**src/rtl/otbn_pkg.sv**
```systemverilog
// Shared types for the OTBN IMEM arbiter: sparse FSM encoding and
// response-owner tags.
package otbn_pkg;

  // Width of one IMEM word: 32 data bits plus 7 integrity bits.
  localparam int ImemDataWidth = 39;

  // The state encodings are kept at least 3 bits apart from each other.
  // A single flipped bit therefore cannot turn one legal state into another.
  typedef enum logic [4:0] {
    ImemArbIdle   = 5'b10100,
    ImemArbWipe   = 5'b01110,
    ImemArbLocked = 5'b11011
  } imem_arb_state_e;

  // Records which requester issued the read that returns in the next cycle.
  typedef enum logic [1:0] {
    OwnerNone  = 2'd0,
    OwnerFetch = 2'd1,
    OwnerHost  = 2'd2
  } imem_owner_e;

endpackage

```
**src/rtl/otbn_imem_arbiter.sv**
```systemverilog
// OTBN IMEM arbiter.
// Shares the single IMEM port between the wipe sweep, instruction fetch and
// host bus, in that priority order. Read responses are routed back to their
// issuer. A fatal error locks the arbiter until reset.
module otbn_imem_arbiter
  import otbn_pkg::*;
#(
  parameter  int ImemSizeByte  = 4096,
  localparam int ImemAddrWidth = $clog2(ImemSizeByte),
  localparam int ImemWords     = ImemSizeByte / 4
) (
  input  logic                     clk_i,
  input  logic                     rst_ni,
  input  logic                     busy_i,
  input  logic                     fatal_i,
  input  logic                     wipe_start_i,
  input  logic [38:0]              wipe_data_i,
  output logic                     wipe_active_o,
  output logic                     wipe_done_o,
  output logic                     locked_o,
  input  logic                     fetch_req_i,
  input  logic [ImemAddrWidth-1:0] fetch_addr_i,
  output logic                     fetch_rvalid_o,
  output logic [38:0]              fetch_rdata_o,
  input  logic                     host_req_i,
  input  logic                     host_we_i,
  input  logic [ImemAddrWidth-1:0] host_addr_i,
  input  logic [38:0]              host_wdata_i,
  output logic                     host_gnt_o,
  output logic                     host_rvalid_o,
  output logic [38:0]              host_rdata_o,
  output logic                     host_err_o,
  output logic                     mem_req_o,
  output logic                     mem_we_o,
  output logic [ImemAddrWidth-1:0] mem_addr_o,
  output logic [38:0]              mem_wdata_o,
  input  logic [38:0]              mem_rdata_i,
  input  logic                     mem_rvalid_i
);

  localparam int CntWidth = $clog2(ImemWords);
  localparam logic [CntWidth-1:0] LastCnt = CntWidth'(ImemWords - 1);

  imem_arb_state_e     state_q, state_d;
  imem_owner_e         owner_q, owner_d;
  logic [CntWidth-1:0] cnt_q, cnt_d;
  logic                wipe_done_q, wipe_done_d;
  logic                host_err_q, host_err_d;
  logic                host_wack_q, host_wack_d;
  logic                host_rd_ok, host_rd_drop;

  // IMEM is word-addressed, so the byte-offset bits of the requesters are
  // deliberately dropped.
  logic unused_addr_bits;
  assign unused_addr_bits = ^{fetch_addr_i[1:0], host_addr_i[1:0]};

  // Next-state logic: arbitration, wipe sweep sequencing and lock handling.
  always_comb begin
    // NOTE: every signal written here gets a default first, so no path can
    // leave one unassigned and infer a latch.
    state_d     = state_q;
    owner_d     = OwnerNone;
    cnt_d       = cnt_q;
    wipe_done_d = 1'b0;
    host_err_d  = 1'b0;
    host_wack_d = 1'b0;
    mem_req_o   = 1'b0;
    mem_we_o    = 1'b0;
    mem_addr_o  = '0;
    mem_wdata_o = '0;
    host_gnt_o  = 1'b0;

    unique case (state_q)
      ImemArbIdle: begin
        if (host_req_i && busy_i) begin
          // The host is refused while OTBN runs, but it always gets a
          // response.
          host_gnt_o = 1'b1;
          host_err_d = 1'b1;
        end
        if (fetch_req_i) begin
          mem_req_o  = 1'b1;
          mem_addr_o = {fetch_addr_i[ImemAddrWidth-1:2], 2'b00};
          owner_d    = OwnerFetch;
        end else if (host_req_i && !busy_i) begin
          host_gnt_o  = 1'b1;
          mem_req_o   = 1'b1;
          mem_we_o    = host_we_i;
          mem_addr_o  = {host_addr_i[ImemAddrWidth-1:2], 2'b00};
          mem_wdata_o = host_we_i ? host_wdata_i : '0;
          if (host_we_i) begin
            host_wack_d = 1'b1;
          end else begin
            owner_d = OwnerHost;
          end
        end
        if (wipe_start_i) begin
          state_d = ImemArbWipe;
          cnt_d   = '0;
        end
      end

      ImemArbWipe: begin
        mem_req_o   = 1'b1;
        mem_we_o    = 1'b1;
        mem_addr_o  = {cnt_q, 2'b00};
        mem_wdata_o = wipe_data_i;
        if (host_req_i) begin
          host_gnt_o = 1'b1;
          host_err_d = 1'b1;
        end
        if (cnt_q == LastCnt) begin
          state_d     = ImemArbIdle;
          cnt_d       = '0;
          wipe_done_d = 1'b1;
        end else begin
          cnt_d = cnt_q + CntWidth'(1);
        end
      end

      ImemArbLocked: begin
        if (host_req_i) begin
          host_gnt_o = 1'b1;
          host_err_d = 1'b1;
        end
      end

      // An illegal encoding is treated as a fault.
      default: state_d = ImemArbLocked;
    endcase

    // A fatal error overrides everything. An ongoing sweep is abandoned and
    // its completion is never reported.
    if (fatal_i) begin
      state_d     = ImemArbLocked;
      cnt_d       = '0;
      wipe_done_d = 1'b0;
    end
  end

  // Response routing.
  // Once locked, a pending host read is answered with an error instead of
  // data. A pending fetch read is discarded.
  always_comb begin
    host_rd_ok     = mem_rvalid_i && (owner_q == OwnerHost) && (state_q != ImemArbLocked);
    host_rd_drop   = (owner_q == OwnerHost) && (state_q == ImemArbLocked);
    fetch_rvalid_o = mem_rvalid_i && (owner_q == OwnerFetch) && (state_q != ImemArbLocked);
    fetch_rdata_o  = fetch_rvalid_o ? mem_rdata_i : '0;
    host_rvalid_o  = host_rd_ok || host_rd_drop || host_err_q || host_wack_q;
    host_err_o     = host_err_q || host_rd_drop;
    host_rdata_o   = host_rd_ok ? mem_rdata_i : '0;
    wipe_active_o  = (state_q == ImemArbWipe);
    locked_o       = (state_q == ImemArbLocked);
    wipe_done_o    = wipe_done_q;
  end

  // State, owner tag, sweep counter and response flops.
  always_ff @(posedge clk_i or negedge rst_ni) begin
    // NOTE: non-blocking assignments here make every flop sample the
    // pre-edge values, whatever order the statements are written in.
    if (!rst_ni) begin
      state_q     <= ImemArbIdle;
      owner_q     <= OwnerNone;
      cnt_q       <= '0;
      wipe_done_q <= 1'b0;
      host_err_q  <= 1'b0;
      host_wack_q <= 1'b0;
    end else begin
      state_q     <= state_d;
      owner_q     <= owner_d;
      cnt_q       <= cnt_d;
      wipe_done_q <= wipe_done_d;
      host_err_q  <= host_err_d;
      host_wack_q <= host_wack_d;
    end
  end

endmodule

```
**config.mk**
```make
export PLATFORM = sky130hd
export DESIGN_NAME = otbn_imem_arbiter
export DESIGN_NICKNAME = d
export VERILOG_FILES = /design/src/rtl/otbn_pkg.sv /design/src/rtl/otbn_imem_arbiter.sv
export SDC_FILE = /design/constraint.sdc
export NUM_CORES = 1
export LEC_CHECK = 0
export BUFFER_PORTS_ARGS = -buffer_cell sky130_fd_sc_hd__buf_4
export CORE_AREA = 4 4 109 111
export CTS_CLUSTER_SIZE = 28
export DETAILED_ROUTE_END_ITERATION = 16
export DIE_AREA = 0 0 113 115
export PLACE_DENSITY = 0.67
export REMOVE_ABC_BUFFERS = 1
export SLEW_MARGIN = 10
export SYNTH_ARGS = -nofsm -noshare
export SYNTH_HDL_FRONTEND = slang
export SYNTH_SLANG_ARGS = --single-unit
export TNS_END_PERCENT = 20
```
**constraint.sdc**
```tcl
create_clock -name clk_i -period 1.5 [get_ports clk_i]
set_input_delay 0.15 -clock clk_i [delete_from_list [all_inputs] [get_ports clk_i]]
set_output_delay 0.15 -clock clk_i [all_outputs]
set_load 0.05 [all_outputs]
```
# Word-level counts from Yosys, hierarchy flattened
# Cells that the tools add are included.
[word_totals] out_inout_bits=138 reg_bits=20 word_cells=73 in_bits=150
[classes] reduce_logical=16 mux=40 eq_ne=10 n_addsub=1
[op_table] operator="$mux 39" n=5
[op_table] operator="$pmux 39 s2" n=1
[op_table] operator="$mux 10" n=3
[op_table] operator="$mux 12" n=2
[op_table] operator="$pmux 12 s2" n=1
[op_table] operator="$pmux 10 s2" n=1
[op_table] operator="$mux 1" n=15
[op_table] operator="$mux 5" n=3
[op_table] operator="$pmux 5 s3" n=1
[op_table] operator="$add 10x1->10 const B" n=1
[op_table] operator="$eq 10x10->1 const B" n=1
[op_table] operator="$eq 5x5->1 const B" n=2
[op_table] operator="$mux 2" n=4
[op_table] operator="$pmux 1 s2" n=4
[op_table] operator="$logic_and 1x1->1" n=7
[op_table] operator="$eq 5x4->1 const B" n=1
[op_table] operator="$ne 5x5->1 const B" n=1
[op_table] operator="$logic_or 1x1->1" n=4
[op_table] operator="$ne 3x2->1 const B" n=1
[op_table] operator="$ne 3x3->1 const B" n=1
[op_table] operator="$reduce_and 3->1" n=1
[op_table] operator="$reduce_bool 3->1" n=1
[op_table] operator="$eq 2x1->1 const B" n=1
[op_table] operator="$eq 2x2->1 const B" n=1
[op_table] operator="4 further kinds" n=4

# Longest topological paths before layout
# Gate-level depths: netlist of the first run.
[depth] word_depth=6 mapped_depth=7

# Least setup slack after synthesis of the first run
# No wires, ideal clock.
[synth_timing] path_type="register -> output" start="register state_q[2]" end="output port mem_wdata_o[29]" path_slack_ps=-742 arrival_ps=2092 path_stages_with_launch=6 n_path_buf=2 cell_sequence="dfstp_2 nand4bb_1 buf_4 inv_2 clkbuf_1 a22o_1"
[synth_between] elab_chain_cells=2 elab_cells_between_ends=3 cone_classes="2 x eq/ne; 1 x mux"
[synth_lines] element="from (decl)" line_no="otbn_imem_arbiter.sv:44" text="imem_arb_state_e state_q, state_d;"
[synth_lines] element="from (signal assigned)" line_no="otbn_imem_arbiter.sv:162" text="state_q <= ImemArbIdle;"
[synth_lines] element="from (signal assigned)" line_no="otbn_imem_arbiter.sv:169" text="state_q <= state_d;"
[synth_lines] element="$eq 5x4->1"
[synth_lines] element="net wipe_active_o" line_no="otbn_imem_arbiter.sv:18" text="output logic wipe_active_o,"
[synth_lines] element="$pmux 39 s2" line_no="otbn_imem_arbiter.sv:73" text="unique case (state_q)"
[synth_lines] element="to (decl)" line_no="otbn_imem_arbiter.sv:36" text="output logic [38:0] mem_wdata_o,"
# The timed path passes the listed nets, and every way through them passes these cells.

# Final worst setup path of the first run
[layout_timing] start="register state_q[2]" end="output port mem_wdata_o[3]"
[layout_between] elab_chain_cells=2 elab_cells_between_ends=3 cone_classes="2 x eq/ne; 1 x mux"
[layout_lines] element="$eq 5x4->1 / $eq 5x5->1 (equally long branches)" line_no="otbn_imem_arbiter.sv:73"
[layout_lines] element="$pmux 39 s2 (*)" line_no="otbn_imem_arbiter.sv:73"
# Every way passes the cells marked *; elsewhere a longest branch is shown, timed or not.

==> results of run 1 <==
## routing by layer
layer  share of wire  vias up
met5         0.00051        -
met4          0.0097        2
met3           0.087       14
met2            0.52      188
met1            0.38     1594
li1                -     1584
## final cells by class
cell class,instances,share of cell area
clock buffer,4,0.007986
inverter,16,0.01065
sequential,19,0.08474
timing repair buffer,325,0.5632
tap,140,0.03106
multi-input combinational,214,0.3024
## power by group
part	switching [mW]	total, mW	internal [mW]
Sequential	0.000603	0.514	0.514
Clock	0.165	0.353	0.189
Combinational	0.144	0.405	0.261
## kinds of logic (layout without fill, tap and decap cells)
family | count (synthesis) | in the layout | share of synthesized area
and+or+nand+nor | 131 | 135 | 0.3690
DFF | 19 | 19 | 0.2281
xor gates and xnor gates | 1 | 1 | 0.004180
adders and majority gates | 1 | 1 | 0.005969
other | 1 | 2 | 0.001789
buffers and inverters | 42 | 345 | 0.1003
AOI/OAI and AO/OA | 75 | 75 | 0.2907
## registers in the layout (all words and copies together) (netlist names)
signal	flops
owner_q	2
state_q	4
host_wack_q	1
cnt_q	10
wipe_done_o	1
host_err_q	1
## how the worst max path moves through the flow
stage / to / slack [ns]
3_5_place_dp: host_rdata_o[34] / -0.66
6_report: mem_wdata_o[3] / -0.67
5_1_grt: mem_wdata_o[3] / -0.75
2_1_floorplan: fetch_rdata_o[0] / -2.30
3_3_place_gp: host_rdata_o[19] / -0.53
4_1_cts: mem_wdata_o[4] / -0.75
## through the flow
step | util | instances | power [mW]
2_1_floorplan | - | 245 | 0.5651
3_3_place_gp | 0.4231 | 701 | 0.8962
3_5_place_dp | 0.4231 | 701 | 0.9042
4_1_cts | 0.4972 | 712 | 1.271
5_1_grt | 0.5226 | 718 | 1.334
6_report | 0.5226 | 718 | 1.272
## what timing repair did
action                                 4_1_cts  5_1_grt
endpoints found under the hold margin       17        0
pin swaps                                   27       16
hold buffers                                 1        0
buffers inserted                             2        2
gates resized for setup                    195       42
cloned                                       4        4
setup endpoints to repair                  149      150
## worst max-delay path: cells and delay by family (launching register included)
family	cells	cell delay [ns]
AOI/OAI and AO/OA	1	0.15
DFF	1	0.53
buffers and inverters	3	0.45
and+or+nand+nor	3	0.63
## cells in the final DEF (no fill, tap or decap), drive strengths merged
cell	count
clkbuf	7
nand2	16
a31oi	4
nor3	4
a22o	40
a311oi	2
conb	2
nor2b	1
a311o	1
xnor2	1
nand4b	1
o21bai	1
buf	321
and2	81
and3	1
nand4bb	2
nand2b	1
a211oi	1
a21oi	5
or2	2
nand3	5
inv	16
a222oi	10
o21ai	11
nor4	1
dlygate4sd3	1
dfrtp	17
and4bb	1
and4	1
nor2	14
nor4b	1
nand4	3
dfstp	2
ha	1
==> impl_metrics.sql, run 1 <==
INSERT INTO impl_metrics (metric_group, metric, value, unit) VALUES
('status', 'run_status', 'complete, but fails checks', ''),
('status', 'violations', 'setup timing', ''),
('sta', 'worst_clock_skew', '0.001853', 'ns'),
('cts', 'cts_buffer_depth', '2', ''),
('floorplan', 'floorplan.die.width', '113', 'um'),
('min_path', 'min_to', 'owner_q[1]', ''),
('synthesis', 'synth_largest_type_area_fraction', '0.2418', ''),
('synthesis', 'yosys_register_bits', '19', ''),
('synthesis', 'synth_area_per_cell', '7.762', 'um2'),
('place', 'post-place-ws', '-0.6634', 'ns'),
('cts', 'clock_sinks', '19', ''),
('synthesis', 'synth_top_cells_by_count', 'sky130_fd_sc_hd__and2_1, sky130_fd_sc_hd__a22o_1, sky130_fd_sc_hd__dfrtp_1, sky130_fd_sc_hd__nand2_1, sky130_fd_sc_hd__inv_1', ''),
('final_layout', 'num_antenna_cells', '0', ''),
('detailed_routing', 'vias_per_cell', '4.710', ''),
('sta', 'setup_ws', '-0.6725', 'ns'),
('worst_setup_path', 'worst_setup_path_startpoint', 'state_q[2]', ''),
('global_route', 'antenna_found_initial', '1', ''),
('detailed_routing', 'initialDrtViolationCount', '178', ''),
('detailed_routing', 'avgRoutedWirePerCell', '19.01', 'um'),
('worst_setup_path', 'cells_along_the_critical_path', 'buf_6 -> nand4bb_4 -> nor4_4 -> and2_4 -> clkbuf_16 -> a22o_1 -> buf_6', ''),
('place', 'post-dp-hpwl', '9917', 'um'),
('sta', 'setup_violations', '148', ''),
('final_layout', 'finish.instance_area', '0.005640', 'mm2'),
('synthesis', 'synth_area_leaders', 'sky130_fd_sc_hd__and2_1, sky130_fd_sc_hd__dfrtp_1, sky130_fd_sc_hd__a22o_1', ''),
('job', 'drv.max_cap_violation_count', '0', ''),
('min_path', 'hold_path_startpoint', 'host_we_i', ''),
('worst_setup_path', 'timing.critical_path.from_type', 'flop', ''),
('floorplan', 'placeableCoreArea', '0.01079', 'mm2'),
('synthesis', 'synth_warnings', '0', ''),
('sta', 'finalHoldViolations', '0', ''),
('detailed_routing', 'final_antenna_net_count', '0', ''),
('cts', 'insertion_delay', '0.25', 'ns'),
('detailed_routing', 'route.vias.total', '3382', ''),
('cts', 'deepest_level_of_the_cts_h_tree', '1', ''),
('global_route', 'first_pass_grt_wire_length', '18730', 'um'),
('worst_setup_path', 'worst_path_largest_cell_delay', '0.53', 'ns'),
('floorplan', 'fp.dieH', '115', 'um'),
('floorplan', 'floorplan.rows', '38', ''),
('synthesis', 'post_synthesis_cell_type_with_the_largest_combined_area', 'sky130_fd_sc_hd__and2_1', ''),
('place', 'place_area', '0.004567', 'mm2'),
('power', 'leakage', '2.830', 'nW'),
('power', 'power_density', '225.6', 'mW/mm2'),
('cts', 'cts_tree', 'done', ''),
('place', 'globalplace.congestion', '0.7982', ''),
('sta', 'fmax', '460.3', 'MHz'),
('worst_setup_path', 'critical_r2r_capture', 'cnt_q[7]', ''),
('final_layout', 'multi_input_area', '0.001705', 'mm2'),
('power', 'vdd_drop_max', '0.0002833', 'V'),
('worst_setup_path', 'r2r_start', 'state_q[2]', ''),
('sta', 'final_max_slew_viol_count', '0', ''),
('sta', 'min_period_over_period', '1.448', ''),
('min_path', 'holdCritPathClass', 'in2reg', ''),
('worst_setup_path', 'crit_slowest_cell', 'sky130_fd_sc_hd__dfstp_2', ''),
('cts', 'cts.root.buffer_cell', 'sky130_fd_sc_hd__clkbuf_8', ''),
('cts', 'cts_inserted_buffers', '3', ''),
('worst_setup_path', 'path_common_cell', 'sky130_fd_sc_hd__buf_6', ''),
('worst_setup_path', 'cp_max_fo', '10', ''),
('global_route', 'overflow', '0', ''),
('global_route', 'top_usage_layer', 'met2', ''),
('synthesis', 'post_synth_inst_count', '270', ''),
('detailed_routing', 'first_pass_iters', '5', ''),
('floorplan', 'die_ar', '0.01300', 'mm2'),
('worst_setup_path', 'critPathCaptureType', 'primary output', ''),
('worst_setup_path', 'register_to_register_setup_slack', '-0.25', 'ns'),
('min_path', 'timing.hold.worst_path_depth', '2', ''),
('detailed_routing', 'routed_wl', '13650', 'um'),
('final_layout', 'area_delta_synth_final', '169.1', '%'),
('worst_setup_path', 'worst_ep_required_time', '1.35', 'ns'),
('sta', 'setup_tns', '-73.10', 'ns'),
('final_layout', 'fin_nets', '730', ''),
('sta', 'timing.hold.ws', '0.05594', 'ns');
Power figures use the tool's default switching activity.
==> run 2: changes to the inputs <==
==> constraint.sdc (replaced) <==
create_clock -name clk_i -period 1.9 [get_ports clk_i]
set_input_delay 0.19 -clock clk_i [delete_from_list [all_inputs] [get_ports clk_i]]
set_output_delay 0.19 -clock clk_i [all_outputs]
set_load 0.05 [all_outputs]
==> run 2 against run 1 <==
Against the previous run:
- the run still ends with setup timing left
- power down 22%
- final area down 7.6%
- critical path depth unchanged
- via count down 3.1%
- core utilization down 4.0 points
==> impl_metrics.sql, run 2 (synthesis gave the netlist of run 1 again) <==
INSERT INTO impl_metrics (metric_group, metric, value, unit) VALUES
('sta', 'setup_ws', '-0.2923', 'ns'),
('worst_setup_path', 'crit_arrival', '2.00', 'ns'),
('worst_setup_path', 'cells_along_the_critical_path', 'buf_6 -> nand4bb_4 -> nor4_4 -> and2_4 -> clkbuf_16 -> a22o_1 -> buf_6', ''),
('floorplan', 'die_ar', '0.01300', 'mm2'),
('global_route', 'overflow', '0', ''),
('worst_setup_path', 'cp.buffers_inverters', '3', ''),
('worst_setup_path', 'register_to_register_setup_slack', '0.12', 'ns'),
('detailed_routing', 'final_antenna_net_count', '0', ''),
('worst_setup_path', 'worst_path_largest_cell_delay', '0.53', 'ns'),
('worst_setup_path', 'timing.critical_path.from_type', 'flop', ''),
('sta', 'fmax', '456.1', 'MHz'),
('power', 'leakage', '2.642', 'nW'),
('detailed_routing', 'routed_wl', '12840', 'um'),
('sta', 'finalHoldViolations', '0', ''),
('sta', 'layout_min_cycle_time', '2.192', 'ns'),
('floorplan', 'floorplan.die.width', '113', 'um'),
('status', 'run_status', 'complete, but fails checks', ''),
('sta', 'rsz0062_at_grt', 'yes', ''),
('floorplan', 'io_pins', '288', ''),
('cts', 'cts.root.buffer_cell', 'sky130_fd_sc_hd__clkbuf_8', ''),
('final_layout', 'final_cell_count_no_fill', '698', ''),
('sta', 'worst_clock_skew', '0.008690', 'ns'),
('min_path', 'timing.hold.worst_path_depth', '2', ''),
('cts', 'insertion_delay', '0.26', 'ns'),
('worst_setup_path', 'cp_max_fo', '20', ''),
('final_layout', 'area_delta_synth_final', '148.7', '%'),
('sta', 'final_max_slew_viol_count', '0', ''),
('cts', 'cts_tree', 'done', ''),
('power', 'vdd_drop_max', '0.0001939', 'V'),
('place', 'post-dp-hpwl', '9637', 'um'),
('min_path', 'hold_path_startpoint', 'host_we_i', ''),
('detailed_routing', 'route.vias.total', '3276', ''),
('worst_setup_path', 'worst-r2r-cell-count', '7', ''),
('final_layout', 'num_antenna_cells', '0', ''),
('worst_setup_path', 'worst-setup-path-type', 'reg2out', ''),
('floorplan', 'start_util', '0.1942', ''),
('worst_setup_path', 'critPathCaptureType', 'primary output', ''),
('global_route', 'first_pass_grt_wire_length', '17290', 'um'),
('power', 'power.total', '994.3', 'uW'),
('worst_setup_path', 'r2r_start', 'state_q[2]', ''),
('final_layout', 'fin_nets', '710', ''),
('worst_setup_path', 'path_common_cell', 'sky130_fd_sc_hd__buf_6', ''),
('final_layout', 'fillers', '990', ''),
('status', 'violations', 'setup timing', ''),
('place', 'globalplace.congestion', '0.8314', ''),
('cts', 'clock_sinks', '19', ''),
('final_layout', 'largest_registers', 'cnt_q x10, state_q x4, owner_q x2', ''),
('cts', 'cts_buffer_depth', '2', ''),
('global_route', 'number_of_global_route_vias_before_repair', '3217', ''),
('detailed_routing', 'initialDrtViolationCount', '211', ''),
('cts', 'clk_pin_slew', '0.07', 'ns'),
('detailed_routing', 'avgRoutedWirePerCell', '18.40', 'um'),
('worst_setup_path', 'top_family_by_delay_on_critical_path', 'simple AND/OR/NAND/NOR gates', ''),
('floorplan', 'floorplan.rows', '38', ''),
('cts', 'deepest_level_of_the_cts_h_tree', '1', ''),
('min_path', 'holdCritPathClass', 'in2reg', ''),
('detailed_routing', 'first_pass_iters', '5', ''),
('sta', 'min_period_over_period', '1.154', ''),
('worst_setup_path', 'critical_r2r_capture', 'cnt_q[5]', ''),
('final_layout', 'final_layout_size_suffix_gt1_frac', '0.6290', ''),
('final_layout', 'largest_register_ffs', '10', ''),
('floorplan', 'placeableCoreArea', '0.01079', 'mm2'),
('worst_setup_path', 'worst_setup_path_startpoint', 'state_q[2]', ''),
('final_layout', 'final_cell_mix', 'sky130_fd_sc_hd__buf_4, sky130_fd_sc_hd__buf_6, sky130_fd_sc_hd__and2_1, sky130_fd_sc_hd__a22o_1, sky130_fd_sc_hd__and2_4', ''),
('global_route', 'global_route.usage.total', '0.1655', ''),
('place', 'post-place-cells', '682', ''),
('global_route', 'grt_max_degree', '42', ''),
('sta', 'setup_violations', '108', ''),
('global_route', 'antenna_found_initial', '1', ''),
('worst_setup_path', 'worst_ep_required_time', '1.71', 'ns'),
('detailed_routing', 'vias_per_cell', '4.693', ''),
('final_layout', 'most_common_library_cell_in_the_layout_ignoring_fill_and_taps', 'sky130_fd_sc_hd__buf_4', ''),
('min_path', 'min_to', 'owner_q[1]', ''),
('floorplan', 'fp.dieH', '115', 'um'),
('job', 'drv.max_cap_violation_count', '0', ''),
('worst_setup_path', 'crit_slowest_cell', 'sky130_fd_sc_hd__dfstp_2', ''),
('final_layout', 'registers.top_by_ff_count', 'cnt_q', ''),
('cts', 'cts_inserted_buffers', '3', ''),
('power', 'power_density', '190.8', 'mW/mm2'),
('detailed_routing', 'drcViolationCount', '0', ''),
('place', 'numPortBuffers', '281', '');
## run 2: cell types whose count changed in the layout (fill, tap and decap cells not counted), sizes merged
| cell | delta |
|---|---|
| buf | -20 |
| clkbuf | -1 |
| clkinv | +1 |
## run 2: where the power goes
part | internal, mW | switching, mW | total [mW]
Clock | 0.146 | 0.137 | 0.282
Sequential | 0.405 | 0.000267 | 0.406
Combinational | 0.201 | 0.105 | 0.306
## run 2: area by class of cell
| cell class | count | area, um2 | area share |
|---|---|---|---|
| flip-flops and latches | 19 | 478.0 | 0.09172 |
| multi-input cells | 214 | 1580 | 0.3032 |
| clock inverters | 1 | 5.005 | 0.0009604 |
| well taps | 140 | 175.2 | 0.03361 |
| inverters | 16 | 60.06 | 0.01152 |
| clock buffers | 3 | 41.29 | 0.007923 |
| repair buffers | 305 | 2872 | 0.5510 |
## run 2: per-layer routing
layer	track usage	vias up	part of all wire
met1	0.2015	1530	0.37
li1	-	1538	-
met4	0.03045	2	0.015
met2	0.2919	190	0.51
met3	0.05000	16	0.096
met5	0	-	0.00055
## run 2: timing repair
item | in CTS | in global routing
endpoints found under the setup margin | 130 | 127
cloned | 4 | 4
hold buffers | 1 | 0
pin swaps | 31 | 19
buffers inserted | 2 | 1
endpoints found under the hold margin | 17 | 0
gates resized for setup | 122 | 39
## run 2: how the worst max path moves through the flow
stage / end / slack [ns] / cells past startpoint
final: mem_wdata_o[5] / -0.29 / 7
after global routing: mem_wdata_o[5] / -0.38 / 7
after CTS: mem_wdata_o[3] / -0.36 / 7
after detailed placement: host_rdata_o[14] / -0.26 / 5
after global placement: host_rdata_o[1] / -0.15 / 5
after floorplan: fetch_rdata_o[0] / -1.94 / 4
## run 2: stage by stage
step | setup slack (ns) | instance area, um2 | util | TNS [ns] | hold slack (ns)
final | -0.2923 | 5211 | 0.4828 | -19.68 | 0.08896
after global routing | -0.3805 | 5211 | 0.4828 | -30.66 | 0.08393
after CTS | -0.3583 | 4969 | 0.4604 | -21.58 | 0.08518
after detailed placement | -0.2560 | 4412 | 0.4088 | -11.67 | 0.08022
after global placement | -0.1540 | 4412 | 0.4088 | -6.935 | 0.07604
after floorplan | -1.942 | 1949 | - | -133.89 | -0.1056
